--- src/rtl/axis_dsp_mac_if.sv ---
// axis_dsp_mac_if: stream bundle for the pre-add/multiply/pattern-detect MAC.
// Carries the input beat (handshake, tlast, mode and the a/b/c/d operands) and
// the output beat (handshake, tlast, result p and pattern-detect flag pd).
// The slave modport is the MAC's view; the master modport is the view of
// whatever feeds it and consumes its results.
interface axis_dsp_mac_if #(
  parameter int DATA_WIDTH = 16,
  parameter int P_WIDTH    = 48
);
  logic                  s_axis_tvalid;
  logic                  s_axis_tready;
  logic                  s_axis_tlast;
  logic [1:0]            mode;
  logic [DATA_WIDTH-1:0] a;
  logic [DATA_WIDTH-1:0] b;
  logic [DATA_WIDTH-1:0] c;
  logic [DATA_WIDTH-1:0] d;

  logic                  m_axis_tvalid;
  logic                  m_axis_tready;
  logic                  m_axis_tlast;
  logic [P_WIDTH-1:0]    p;
  logic                  pd;

  modport slave (
    input  s_axis_tvalid, s_axis_tlast, mode, a, b, c, d, m_axis_tready,
    output s_axis_tready, m_axis_tvalid, m_axis_tlast, p, pd
  );

  modport master (
    output s_axis_tvalid, s_axis_tlast, mode, a, b, c, d, m_axis_tready,
    input  s_axis_tready, m_axis_tvalid, m_axis_tlast, p, pd
  );
endinterface

--- src/rtl/axis_dsp_mac.sv ---
// axis_dsp_mac: stallable 3-stage DSP slice with stream handshakes.
//   stage 1: pre = d + a, d - a or a (mode 11 behaves like 00)
//   stage 2: prod = pre * b (signed, full precision)
//   stage 3: p = sext(prod) (+ running accumulator), pd = masked compare with c
// Optional build macro AXIS_DSP_ACC_EN adds a per-packet accumulator: p is the
// running sum of products within a packet and restarts at 0 after tlast.
// Reset is synchronous and active-low on rst.
module axis_dsp_mac #(
  parameter int                   DATA_WIDTH = 16,
  parameter int                   P_WIDTH    = 48,
  parameter logic [P_WIDTH-1:0]   PD_MASK    = '0
) (
  input  logic           clk,
  input  logic           rst,
  axis_dsp_mac_if.slave  bus
);

  localparam int PRE_W  = DATA_WIDTH + 1;
  localparam int PROD_W = 2 * DATA_WIDTH + 1;

  // pipeline enable: every stage moves only when the output slot is free or draining
  logic en;

  logic                  v1_q, v1_d;
  logic [PRE_W-1:0]      pre1_q, pre1_d;
  logic [DATA_WIDTH-1:0] b1_q, b1_d;
  logic [DATA_WIDTH-1:0] c1_q, c1_d;
  logic                  last1_q, last1_d;

  logic                  v2_q, v2_d;
  logic [PROD_W-1:0]     prod2_q, prod2_d;
  logic [DATA_WIDTH-1:0] c2_q, c2_d;
  logic                  last2_q, last2_d;

  logic                  v3_q, v3_d;
  logic [P_WIDTH-1:0]    p3_q, p3_d;
  logic                  pd3_q, pd3_d;
  logic                  last3_q, last3_d;

  logic [PRE_W-1:0]      a_ext, d_ext;
  logic [PROD_W-1:0]     pre_wide, b_wide;
  logic [P_WIDTH-1:0]    prod_ext, c_ext, acc_base, p_next;

  assign en = !v3_q || bus.m_axis_tready;

  assign bus.s_axis_tready = rst && en;
  assign bus.m_axis_tvalid = v3_q;
  assign bus.m_axis_tlast  = last3_q;
  assign bus.p             = p3_q;
  assign bus.pd            = pd3_q;

  // stage 1: form the pre-adder result from the incoming beat; a bubble loads valid=0
  always_comb begin
    a_ext   = {bus.a[DATA_WIDTH-1], bus.a};
    d_ext   = {bus.d[DATA_WIDTH-1], bus.d};
    v1_d    = v1_q;
    pre1_d  = pre1_q;
    b1_d    = b1_q;
    c1_d    = c1_q;
    last1_d = last1_q;
    if (en) begin
      v1_d    = bus.s_axis_tvalid;
      b1_d    = bus.b;
      c1_d    = bus.c;
      last1_d = bus.s_axis_tlast;
      case (bus.mode)
        2'b01:   pre1_d = d_ext - a_ext;
        2'b10:   pre1_d = a_ext;
        default: pre1_d = d_ext + a_ext;
      endcase
    end
  end

  // stage 2: full-precision signed multiply; sign-extended operands make the low PROD_W bits exact
  always_comb begin
    pre_wide = {{(PROD_W-PRE_W){pre1_q[PRE_W-1]}}, pre1_q};
    b_wide   = {{(PROD_W-DATA_WIDTH){b1_q[DATA_WIDTH-1]}}, b1_q};
    v2_d     = v2_q;
    prod2_d  = prod2_q;
    c2_d     = c2_q;
    last2_d  = last2_q;
    if (en) begin
      v2_d    = v1_q;
      prod2_d = pre_wide * b_wide;
      c2_d    = c1_q;
      last2_d = last1_q;
    end
  end

`ifdef AXIS_DSP_ACC_EN
  logic [P_WIDTH-1:0] acc_q, acc_d;

  assign acc_base = acc_q;

  // accumulator follows each loaded beat and restarts from zero after the packet's last beat
  always_comb begin
    acc_d = acc_q;
    if (en && v2_q) begin
      acc_d = last2_q ? '0 : p_next;
    end
  end

  // accumulator register, cleared by reset so a dropped packet leaves nothing behind
  always_ff @(posedge clk) begin
    if (!rst) begin
      acc_q <= '0;
    end else begin
      acc_q <= acc_d;
    end
  end
`else
  assign acc_base = '0;
`endif

  // stage 3: widen the product, add the running sum, and pattern-detect on that same value
  always_comb begin
    prod_ext = {{(P_WIDTH-PROD_W){prod2_q[PROD_W-1]}}, prod2_q};
    c_ext    = {{(P_WIDTH-DATA_WIDTH){c2_q[DATA_WIDTH-1]}}, c2_q};
    p_next   = acc_base + prod_ext;
    v3_d     = v3_q;
    p3_d     = p3_q;
    pd3_d    = pd3_q;
    last3_d  = last3_q;
    if (en) begin
      v3_d = v2_q;
      if (v2_q) begin
        p3_d    = p_next;
        pd3_d   = (((p_next ^ c_ext) & ~PD_MASK) == '0);
        last3_d = last2_q;
      end
    end
  end

  // pipeline registers: valids and visible outputs clear on reset, payload just follows _d
  always_ff @(posedge clk) begin
    if (!rst) begin
      v1_q    <= 1'b0;
      v2_q    <= 1'b0;
      v3_q    <= 1'b0;
      p3_q    <= '0;
      pd3_q   <= 1'b0;
      last3_q <= 1'b0;
    end else begin
      v1_q    <= v1_d;
      v2_q    <= v2_d;
      v3_q    <= v3_d;
      p3_q    <= p3_d;
      pd3_q   <= pd3_d;
      last3_q <= last3_d;
    end
    pre1_q  <= pre1_d;
    b1_q    <= b1_d;
    c1_q    <= c1_d;
    last1_q <= last1_d;
    prod2_q <= prod2_d;
    c2_q    <= c2_d;
    last2_q <= last2_d;
  end

endmodule

--- src/flat_wrapper.sv ---
// flat-port wrapper written by rule: the top's interface ports become plain ports
module axis_dsp_mac_flat 
#(
  parameter int                   DATA_WIDTH = 16,
  parameter int                   P_WIDTH    = 48,
  parameter logic [P_WIDTH-1:0]   PD_MASK    = '0
)
  (clk, rst, bus_s_axis_tvalid, bus_s_axis_tlast, bus_mode, bus_a, bus_b, bus_c, bus_d, bus_m_axis_tready, bus_s_axis_tready, bus_m_axis_tvalid, bus_m_axis_tlast, bus_p, bus_pd);
  axis_dsp_mac_if #(.DATA_WIDTH(DATA_WIDTH), .P_WIDTH(P_WIDTH)) bus_i ();
  input  logic clk;
  input  logic rst;
  input wire logic [$bits(bus_i.s_axis_tvalid)-1:0] bus_s_axis_tvalid;
  input wire logic [$bits(bus_i.s_axis_tlast)-1:0] bus_s_axis_tlast;
  input wire logic [$bits(bus_i.mode)-1:0] bus_mode;
  input wire logic [$bits(bus_i.a)-1:0] bus_a;
  input wire logic [$bits(bus_i.b)-1:0] bus_b;
  input wire logic [$bits(bus_i.c)-1:0] bus_c;
  input wire logic [$bits(bus_i.d)-1:0] bus_d;
  input wire logic [$bits(bus_i.m_axis_tready)-1:0] bus_m_axis_tready;
  output wire logic [$bits(bus_i.s_axis_tready)-1:0] bus_s_axis_tready;
  output wire logic [$bits(bus_i.m_axis_tvalid)-1:0] bus_m_axis_tvalid;
  output wire logic [$bits(bus_i.m_axis_tlast)-1:0] bus_m_axis_tlast;
  output wire logic [$bits(bus_i.p)-1:0] bus_p;
  output wire logic [$bits(bus_i.pd)-1:0] bus_pd;
  assign bus_i.s_axis_tvalid = bus_s_axis_tvalid;
  assign bus_i.s_axis_tlast = bus_s_axis_tlast;
  assign bus_i.mode = bus_mode;
  assign bus_i.a = bus_a;
  assign bus_i.b = bus_b;
  assign bus_i.c = bus_c;
  assign bus_i.d = bus_d;
  assign bus_i.m_axis_tready = bus_m_axis_tready;
  assign bus_s_axis_tready = bus_i.s_axis_tready;
  assign bus_m_axis_tvalid = bus_i.m_axis_tvalid;
  assign bus_m_axis_tlast = bus_i.m_axis_tlast;
  assign bus_p = bus_i.p;
  assign bus_pd = bus_i.pd;
  axis_dsp_mac #(.DATA_WIDTH(DATA_WIDTH), .P_WIDTH(P_WIDTH), .PD_MASK(PD_MASK)) u_core (.clk(clk), .rst(rst), .bus(bus_i));
endmodule
--- config.mk ---
export PLATFORM = sky130hd
export DESIGN_NAME = axis_dsp_mac_flat
export DESIGN_NICKNAME = d
export VERILOG_FILES = /design/src/rtl/axis_dsp_mac_if.sv /design/src/rtl/axis_dsp_mac.sv /design/src/flat_wrapper.sv
export SDC_FILE = /design/constraint.sdc
export NUM_CORES = 1
export LEC_CHECK = 0
export CAP_MARGIN = 10
export CORE_MARGIN = 2
export CORE_UTILIZATION = 35
export CTS_BUF_LIST = sky130_fd_sc_hd__clkbuf_8
export CTS_CLUSTER_DIAMETER = 100
export DETAILED_ROUTE_END_ITERATION = 6
export PLACE_DENSITY_LB_ADDON = 0.08
export SLEW_MARGIN = 20
export SYNTH_ARGS = -nofsm -noshare
export SYNTH_HDL_FRONTEND = slang
export SYNTH_SLANG_ARGS = --single-unit
--- constraint.sdc ---
create_clock -name clk -period 6.6 [get_ports clk]
set_input_delay 0.66 -clock clk [delete_from_list [all_inputs] [get_ports clk]]
set_output_delay 0.66 -clock clk [all_outputs]
set_load 0.005 [all_outputs]
==> out/qor.txt, run 1 <==
STATUS
--------------------------------------------------------------------------------------------------------
Run status                                                                                  finished, final reports clean

DETAILED ROUTING
--------------------------------------------------------------------------------------------------------
Routed wire per std cell                                                                        16.21 um
Via count of the routed design                                                                    11,155
Total length of routed wires                                                                   39,340 um
Count of unresolved DRC violations after routing                                                       0
Final antenna-violating net count                                                                      0
Detailed Routing Iterations Pass 1                                                                     5
Via/cell ratio                                                                                     4.596
First DRT Iteration DRCs                                                                             456

SYNTH
--------------------------------------------------------------------------------------------------------
Post-synthesis instance total                                                                      1,666
Share of synthesized area occupied by flip-flops and latches                                      0.2294
Total nets after synthesis                                                                         2,115
Distinct cells, synth                                                                                 60
Ranking of synthesized cells by area                                                        sky130_fd_sc_hd__fa_1, sky130_fd_sc_hd__edfxtp_1, sky130_fd_sc_hd__inv_1
Leading cell type by number of instances after synthesis                                    sky130_fd_sc_hd__inv_1
Share of the synthesized area in the top cell type                                                0.3380
Most used flip-flop cell after synthesis                                                    sky130_fd_sc_hd__edfxtp_1
Biggest area consumer among synthesized cells                                               sky130_fd_sc_hd__fa_1
Fraction of registers with async set/reset                                                             0
FF+latch count, synth                                                                                138
Number of synthesized flops with an enable pin                                                       100
Number of warnings issued by yosys                                                                     0
Synth top cells by count                                                                    sky130_fd_sc_hd__inv_1, sky130_fd_sc_hd__fa_1, sky130_fd_sc_hd__nand2_1, sky130_fd_sc_hd__and2_1, sky130_fd_sc_hd__ha_1
Synth Cell Area                                                                              16,410 um^2
Syn avg cell area                                                                             9.847 um^2

DIE
--------------------------------------------------------------------------------------------------------
Die H                                                                                           220.5 um
# IOs                                                                                                123
Core Area                                                                                    46,460 um^2
Std cell rows                                                                                         79
Die area                                                                                     48,620 um^2
Effective utilization at floorplan                                                                0.3531
Chip width                                                                                      220.5 um

WORST SETUP PATH
--------------------------------------------------------------------------------------------------------
R2r worst-path depth                                                                                  19
Cell occurring most often along the worst timing path                                       sky130_fd_sc_hd__fa_1
Worst path top cell family by delay                                                          adder cells
Critical path arrival                                                                            6.69 ns
Required @ worst endpoint                                                                        6.96 ns
Cell with the largest stage delay on the worst path                                         sky130_fd_sc_hd__edfxtp_1
Worst Setup Path Type                                                                         reg -> reg
Worst path cell trace                                                                       buf_4 -> and2_1 -> fa_1 -> fa_1 -> fa_1 -> fa_1 -> fa_1 -> inv_1 -> fa_1 -> inv_1 -> ha_1 -> and3_1 -> o31a_1 -> a31oi_1 -> nand2b_1 -> a211oi_2 -> o211ai_1 -> a2111o_1 -> o211ai_1
Logic depth of the worst path, buffers included                                                       19
Maximum cell stage delay along the critical path                                                 0.60 ns
Worst Setup End Kind                                                                                flop
Buffer and inverter count on the worst path                                                            3
Worst-path fanout max                                                                                  9
Critical Path Start Type                                                                            flop

CELLS AND AREA
--------------------------------------------------------------------------------------------------------
Number of cells in the finished layout apart from fillers                                          2,427
Final net count                                                                                    2,254
Layout cell share with drive strength beyond 1                                                   0.06216
Relative area change from synthesis to final layout                                               16.13%

PLACEMENT
--------------------------------------------------------------------------------------------------------
Quantity of I/O buffers inserted on ports                                                            122
Routability Congestion                                                                            0.8594
Number of placed cells counting well taps                                                          2,375
Estimated wirelength of the detail-placed design                                               32,700 um

CLOCK TREE
--------------------------------------------------------------------------------------------------------
Clock latency of the later-clocked register in the worst-skew pair                               0.51 ns
H-tree lvl count                                                                                       4
# hold bufs at CTS                                                                                     0
Clock root buffer                                                                           sky130_fd_sc_hd__clkbuf_8
Post-CTS clock slew at the launch and capture registers of the worst setup and hold paths        0.09 ns
Clk buf depth                                                                                          2
Clock buffers created by TritonCTS                                                                    17
CTS tree                                                                                           built
Num Clock Sinks                                                                                      138

GLOBAL ROUTE
--------------------------------------------------------------------------------------------------------
Maximum number of pins on one net before global-route repair                                          59
Wire length of the first global-routing pass                                                   65,230 um
Global Route Usage Sum                                                                            0.1747
Antenna violations before repair                                                                       2
Number of global-route vias before repair                                                         12,146
Overflow left after global routing                                                                     0

TIMING
--------------------------------------------------------------------------------------------------------
Total Neg Setup Slack                                                                               0 ns
Worst-case clock skew                                                                         0.01419 ns
Worst Tran Pin Value                                                                           0.9041 ns
Final critical-path share of the clock period                                                     0.9594
RSZ-0062 raised after global routing                                                               false
Final min period                                                                                6.332 ns
Max-slew violation count                                                                               0
Slew Limit Headroom                                                                               0.3973
Hold violation count in the final report                                                               0
Achievable Freq                                                                               0.1579 GHz
Number of endpoints failing setup at the final stage                                                   0

FLOW RUN
--------------------------------------------------------------------------------------------------------
Number of violations of the max-capacitance limit                                                      0

HOLD PATH
--------------------------------------------------------------------------------------------------------
Count of cells along the worst hold path                                                               0
Min-Delay Path Class                                                                          reg -> reg

[metal layers]
| layer | global-route usage | vias up | part of all wire |
|---|---|---|---|
| li1 | - | 5413 | - |
| met4 | 0.05133 | 0 | 0.018 |
| met1 | 0.2461 | 5498 | 0.50 |
| met2 | 0.2748 | 205 | 0.44 |
| met5 | 0 | - | 0 |
| met3 | 0.03216 | 39 | 0.040 |
[area by class of cell]
type	instances	area, um^2
multi-input combinational	1114	11060
tap	607	759.5
timing repair buffer	188	1754
clock inverter	14	160.2
antenna	2	5.005
inverter	346	1299
clock buffer	18	247.7
sequential	138	3764
fill	4633	27410
[worst paths after layout]
kind	to	startpoint	slack (ns)
setup / recovery	u_core.prod2_q[32]$_DFFE_PN_	u_core.pre1_q[10]$_DFFE_PN_	0.27
hold / removal	u_core.c2_q[2]$_DFFE_PN_	u_core.c1_q[2]$_DFFE_PN_	0.41
setup reg to reg	u_core.prod2_q[32]$_DFFE_PN_	u_core.pre1_q[10]$_DFFE_PN_	0.27
hold reg to reg	u_core.c2_q[2]$_DFFE_PN_	u_core.c1_q[2]$_DFFE_PN_	0.41
[stage by stage]
| stage | setup slack, ns | utilization | instance area [um^2] | hold WS (ns) |
|---|---|---|---|---|
| 3_3_place_gp | 0.1652 | 0.3970 | 18440 | 0.4026 |
| 5_1_grt | 0.01418 | 0.4101 | 19050 | 0.4299 |
| 2_1_floorplan | 0.4743 | - | 16410 | 0.4003 |
| 4_1_cts | 0.1543 | 0.4057 | 18850 | 0.4120 |
| 6_report | 0.2681 | 0.4101 | 19050 | 0.4141 |
| 3_5_place_dp | 0.1436 | 0.3970 | 18440 | 0.4063 |
[sequential cells by signal, summed over array words and instances, names as in the netlist]
signal / flops
u_core.b1_q: 16
u_core.bus.m_axis_tlast: 1
u_core.bus.m_axis_tvalid: 1
u_core.bus.p: 33
u_core.bus.pd: 1
u_core.c1_q: 16
u_core.c2_q: 16
u_core.last1_q: 1
u_core.last2_q: 1
u_core.pre1_q: 17
u_core.prod2_q: 33
u_core.v1_q: 1
u_core.v2_q: 1
[cell families (layout without fill, tap and decap cells)]
family | count (synthesis) | in the layout | synth area share
AOI/OAI and AO/OA | 162 | 162 | 0.06811
other | 0 | 2 | 0
adders and majority gates | 378 | 378 | 0.4150
xor gates and xnor gates | 74 | 74 | 0.03951
muxes | 4 | 4 | 0.002441
buffers and inverters | 414 | 566 | 0.09823
and+or+nand+nor | 496 | 496 | 0.1473
DFF | 138 | 138 | 0.2294
[timing repair]
item	4_1_cts	5_1_grt
resized for setup	0	5
setup endpoints to repair	0	4
setup buffers	0	18
[cell usage in the layout, fill, tap and decap left out, drive strengths merged, types with 5 or more instances in the layout]
cell type and instances:
a211oi 7, a21boi 39, a21o 9, a21oi 36
a31oi 7, and2 130, and3 8, buf 66
clkbuf 18, clkdlybuf4s50 122, dfxtp 38, edfxtp 100
fa 277, ha 101, inv 353, nand2 224
nand2b 13, nand3 11, nand4 10, nor2 52
nor2b 7, nor3 20, nor4 10, o211ai 7
o21a 6, o21ai 24, o31ai 7, o41ai 5
xnor2 44, xor2 30
Power of run 1 is left out: the tool's default activity adds up to more than one toggle a clock period on the data nets, which glitch-free logic cannot reach.
==> run 2, diff against run 1 <==
- clock period: 6.6 -> 8 ns (I/O delays scaled with it)
==> out/qor.txt, run 2 (synthesized netlist as in run 1, its figures left out) <==
DIE
--------------------------------------------------------------------------------------------------------
# IOs                                                                                                123   unchanged
Die area                                                                                     48,620 um^2   unchanged
Chip width                                                                                      220.5 um   unchanged
Effective utilization at floorplan                                                                0.3531   unchanged
Core Area                                                                                    46,460 um^2   unchanged
Die H                                                                                           220.5 um   unchanged
Std cell rows                                                                                         79   unchanged

GLOBAL ROUTE
--------------------------------------------------------------------------------------------------------
Antenna violations before repair                                                                       0   -2
Number of global-route vias before repair                                                         11,996   -1.2%
Overflow left after global routing                                                                     0   unchanged
Global Route Usage Sum                                                                            0.1760   +0.001326
Maximum number of pins on one net before global-route repair                                          63   +6.8%
Wire length of the first global-routing pass                                                   65,400 um   +0.25%

DETAILED ROUTING
--------------------------------------------------------------------------------------------------------
Via/cell ratio                                                                                     4.634   +0.82%
Via count of the routed design                                                                    10,968   -1.7%
Total length of routed wires                                                                   39,480 um   +0.34%
Final antenna-violating net count                                                                      0   unchanged
Count of unresolved DRC violations after routing                                                       0   unchanged
First DRT Iteration DRCs                                                                             428   -6.1%
Detailed Routing Iterations Pass 1                                                                     5   unchanged
Routed wire per std cell                                                                        16.68 um   +2.9%

CELLS AND AREA
--------------------------------------------------------------------------------------------------------
Commonest non-fill, non-tap cells in the layout                                             sky130_fd_sc_hd__inv_1, sky130_fd_sc_hd__fa_1, sky130_fd_sc_hd__nand2_1
Most frequent standard cell in the layout excluding fill and tap cells                      sky130_fd_sc_hd__inv_1
Fillers                                                                                            4,648   +0.32%
Number of cells in the finished layout apart from fillers                                          2,367   -2.5%
Area occupied by multi-input gates                                                           11,040 um^2   -0.23%
Relative area change from synthesis to final layout                                               12.91%
Layout cell share with drive strength beyond 1                                                   0.02784   -0.03432
Final net count                                                                                    2,196   -2.6%
Combined flip-flop and latch cell area                                                         3764 um^2   unchanged
Ant diodes                                                                                             0   -2

TIMING
--------------------------------------------------------------------------------------------------------
Achievable Freq                                                                               0.1471 GHz   -6.9%
Final critical-path share of the clock period                                                     0.8500   -0.1094
Max-slew violation count                                                                               0   unchanged
Worst setup margin                                                                              1.200 ns   +0.9317 ns
Number of endpoints failing setup at the final stage                                                   0   unchanged
Total Neg Setup Slack                                                                               0 ns   unchanged
Slew Limit Headroom                                                                               0.3969   -0.0004440
Hold violation count in the final report                                                               0   unchanged
Worst Tran Pin Value                                                                           0.9047 ns   +0.0006649 ns
Final min period                                                                                6.800 ns   +0.4683 ns
Worst-case clock skew                                                                         0.01181 ns   -0.002377 ns
RSZ-0062 raised after global routing                                                               false

PLACEMENT
--------------------------------------------------------------------------------------------------------
Routability Congestion                                                                            0.8313   -3.3%
Estimated wirelength of the detail-placed design                                               31,300 um   -4.3%
Quantity of I/O buffers inserted on ports                                                            122   unchanged
Number of placed cells counting well taps                                                          2,335   -1.7%
Pre-CTS setup slack                                                                             1.182 ns   +1.039 ns

CLOCK TREE
--------------------------------------------------------------------------------------------------------
CTS tree                                                                                           built
Clock buffers created by TritonCTS                                                                    17   unchanged
Clk buf depth                                                                                          2   unchanged
Count of instances resized after the clock tree is built                                               0   unchanged
Post-CTS clock slew at the launch and capture registers of the worst setup and hold paths        0.08 ns   about the same
# hold bufs at CTS                                                                                     0   unchanged
Post-CTS setup-driven buffer insertion count                                                           0   unchanged
Clock root buffer                                                                           sky130_fd_sc_hd__clkbuf_8
Num Clock Sinks                                                                                      138   unchanged
H-tree lvl count                                                                                       4   unchanged
Clock latency of the later-clocked register in the worst-skew pair                               0.50 ns   about the same

WORST SETUP PATH
--------------------------------------------------------------------------------------------------------
Worst Setup End Kind                                                                                flop
Worst-path fanout max                                                                                 17   +8
Critical path arrival                                                                            7.14 ns   +0.45 ns
Worst Setup Path Type                                                                         reg -> reg
Required @ worst endpoint                                                                        8.34 ns   +1.38 ns
Critical Path Start Type                                                                            flop

HOLD PATH
--------------------------------------------------------------------------------------------------------
Min-Delay Path Class                                                                          reg -> reg

STATUS
--------------------------------------------------------------------------------------------------------
Run status                                                                                  finished, final reports clean

FLOW RUN
--------------------------------------------------------------------------------------------------------
Number of violations of the max-capacitance limit                                                      0   unchanged

==> run 2: cell count changes in the layout (fill, tap and decap cells not counted), sizes merged <==
cell,change
buf,-58
clkbuf,-1
clkinv,+2
clkinvlp,+2
diode,-2
inv,-3
==> run 2: worst max-delay path: stages (launching register included) <==
cell and delay, ns:
sky130_fd_sc_hd__edfxtp_1 0.77, sky130_fd_sc_hd__nand2_1 0.20, sky130_fd_sc_hd__inv_1 0.12, sky130_fd_sc_hd__fa_1 0.56, sky130_fd_sc_hd__fa_1 0.88, sky130_fd_sc_hd__fa_1 0.54, sky130_fd_sc_hd__fa_1 0.51, sky130_fd_sc_hd__fa_1 0.49
sky130_fd_sc_hd__inv_1 0.05, sky130_fd_sc_hd__fa_1 0.48, sky130_fd_sc_hd__inv_1 0.04, sky130_fd_sc_hd__ha_1 0.33, sky130_fd_sc_hd__and3_1 0.19, sky130_fd_sc_hd__o31a_1 0.27, sky130_fd_sc_hd__a31oi_1 0.18, sky130_fd_sc_hd__nand2b_1 0.12
sky130_fd_sc_hd__a211oi_2 0.23, sky130_fd_sc_hd__o211ai_1 0.18, sky130_fd_sc_hd__a2111o_1 0.39, sky130_fd_sc_hd__o211ai_1 0.09
==> run 2: path summary, 6_finish.rpt <==
check                                         startpoint                            to  cells after the start  slack, ns
worst min-delay path            u_core.c1_q[4]$_DFFE_PN_      u_core.c2_q[4]$_DFFE_PN_                      0       0.42
worst min register to register  u_core.c1_q[4]$_DFFE_PN_      u_core.c2_q[4]$_DFFE_PN_                      0       0.42
worst max register to register  u_core.b1_q[2]$_DFFE_PN_  u_core.prod2_q[32]$_DFFE_PN_                     19       1.20
worst max-delay path            u_core.b1_q[2]$_DFFE_PN_  u_core.prod2_q[32]$_DFFE_PN_                     19       1.20
==> run 2: metrics by stage <==
step	util	area (um^2)	hold WS [ns]
3_3_place_gp	0.3905	18140	0.4050
6_report	0.3987	18520	0.4237
4_1_cts	0.3987	18520	0.4266
5_1_grt	0.3987	18520	0.4300
2_1_floorplan	-	16410	0.4003
3_5_place_dp	0.3905	18140	0.4057
==> run 2: layer usage <==
layer | part of all wire | track usage | vias up
li1 | - | - | 5303
met1 | 0.49 | 0.2446 | 5409
met2 | 0.45 | 0.2811 | 214
met3 | 0.043 | 0.03285 | 42
met4 | 0.020 | 0.05044 | 0
met5 | 0 | 0 | -
==> run 2: cell type report <==
type,instances,share of cell area
multi-input cells,1114,0.5959
flip-flops and latches,138,0.2032
inverters,346,0.07011
repair buffers,130,0.06917
well taps,607,0.04100
clock buffers,17,0.01263
clock inverters,15,0.008038
Power of run 2 is left out for the same reason.
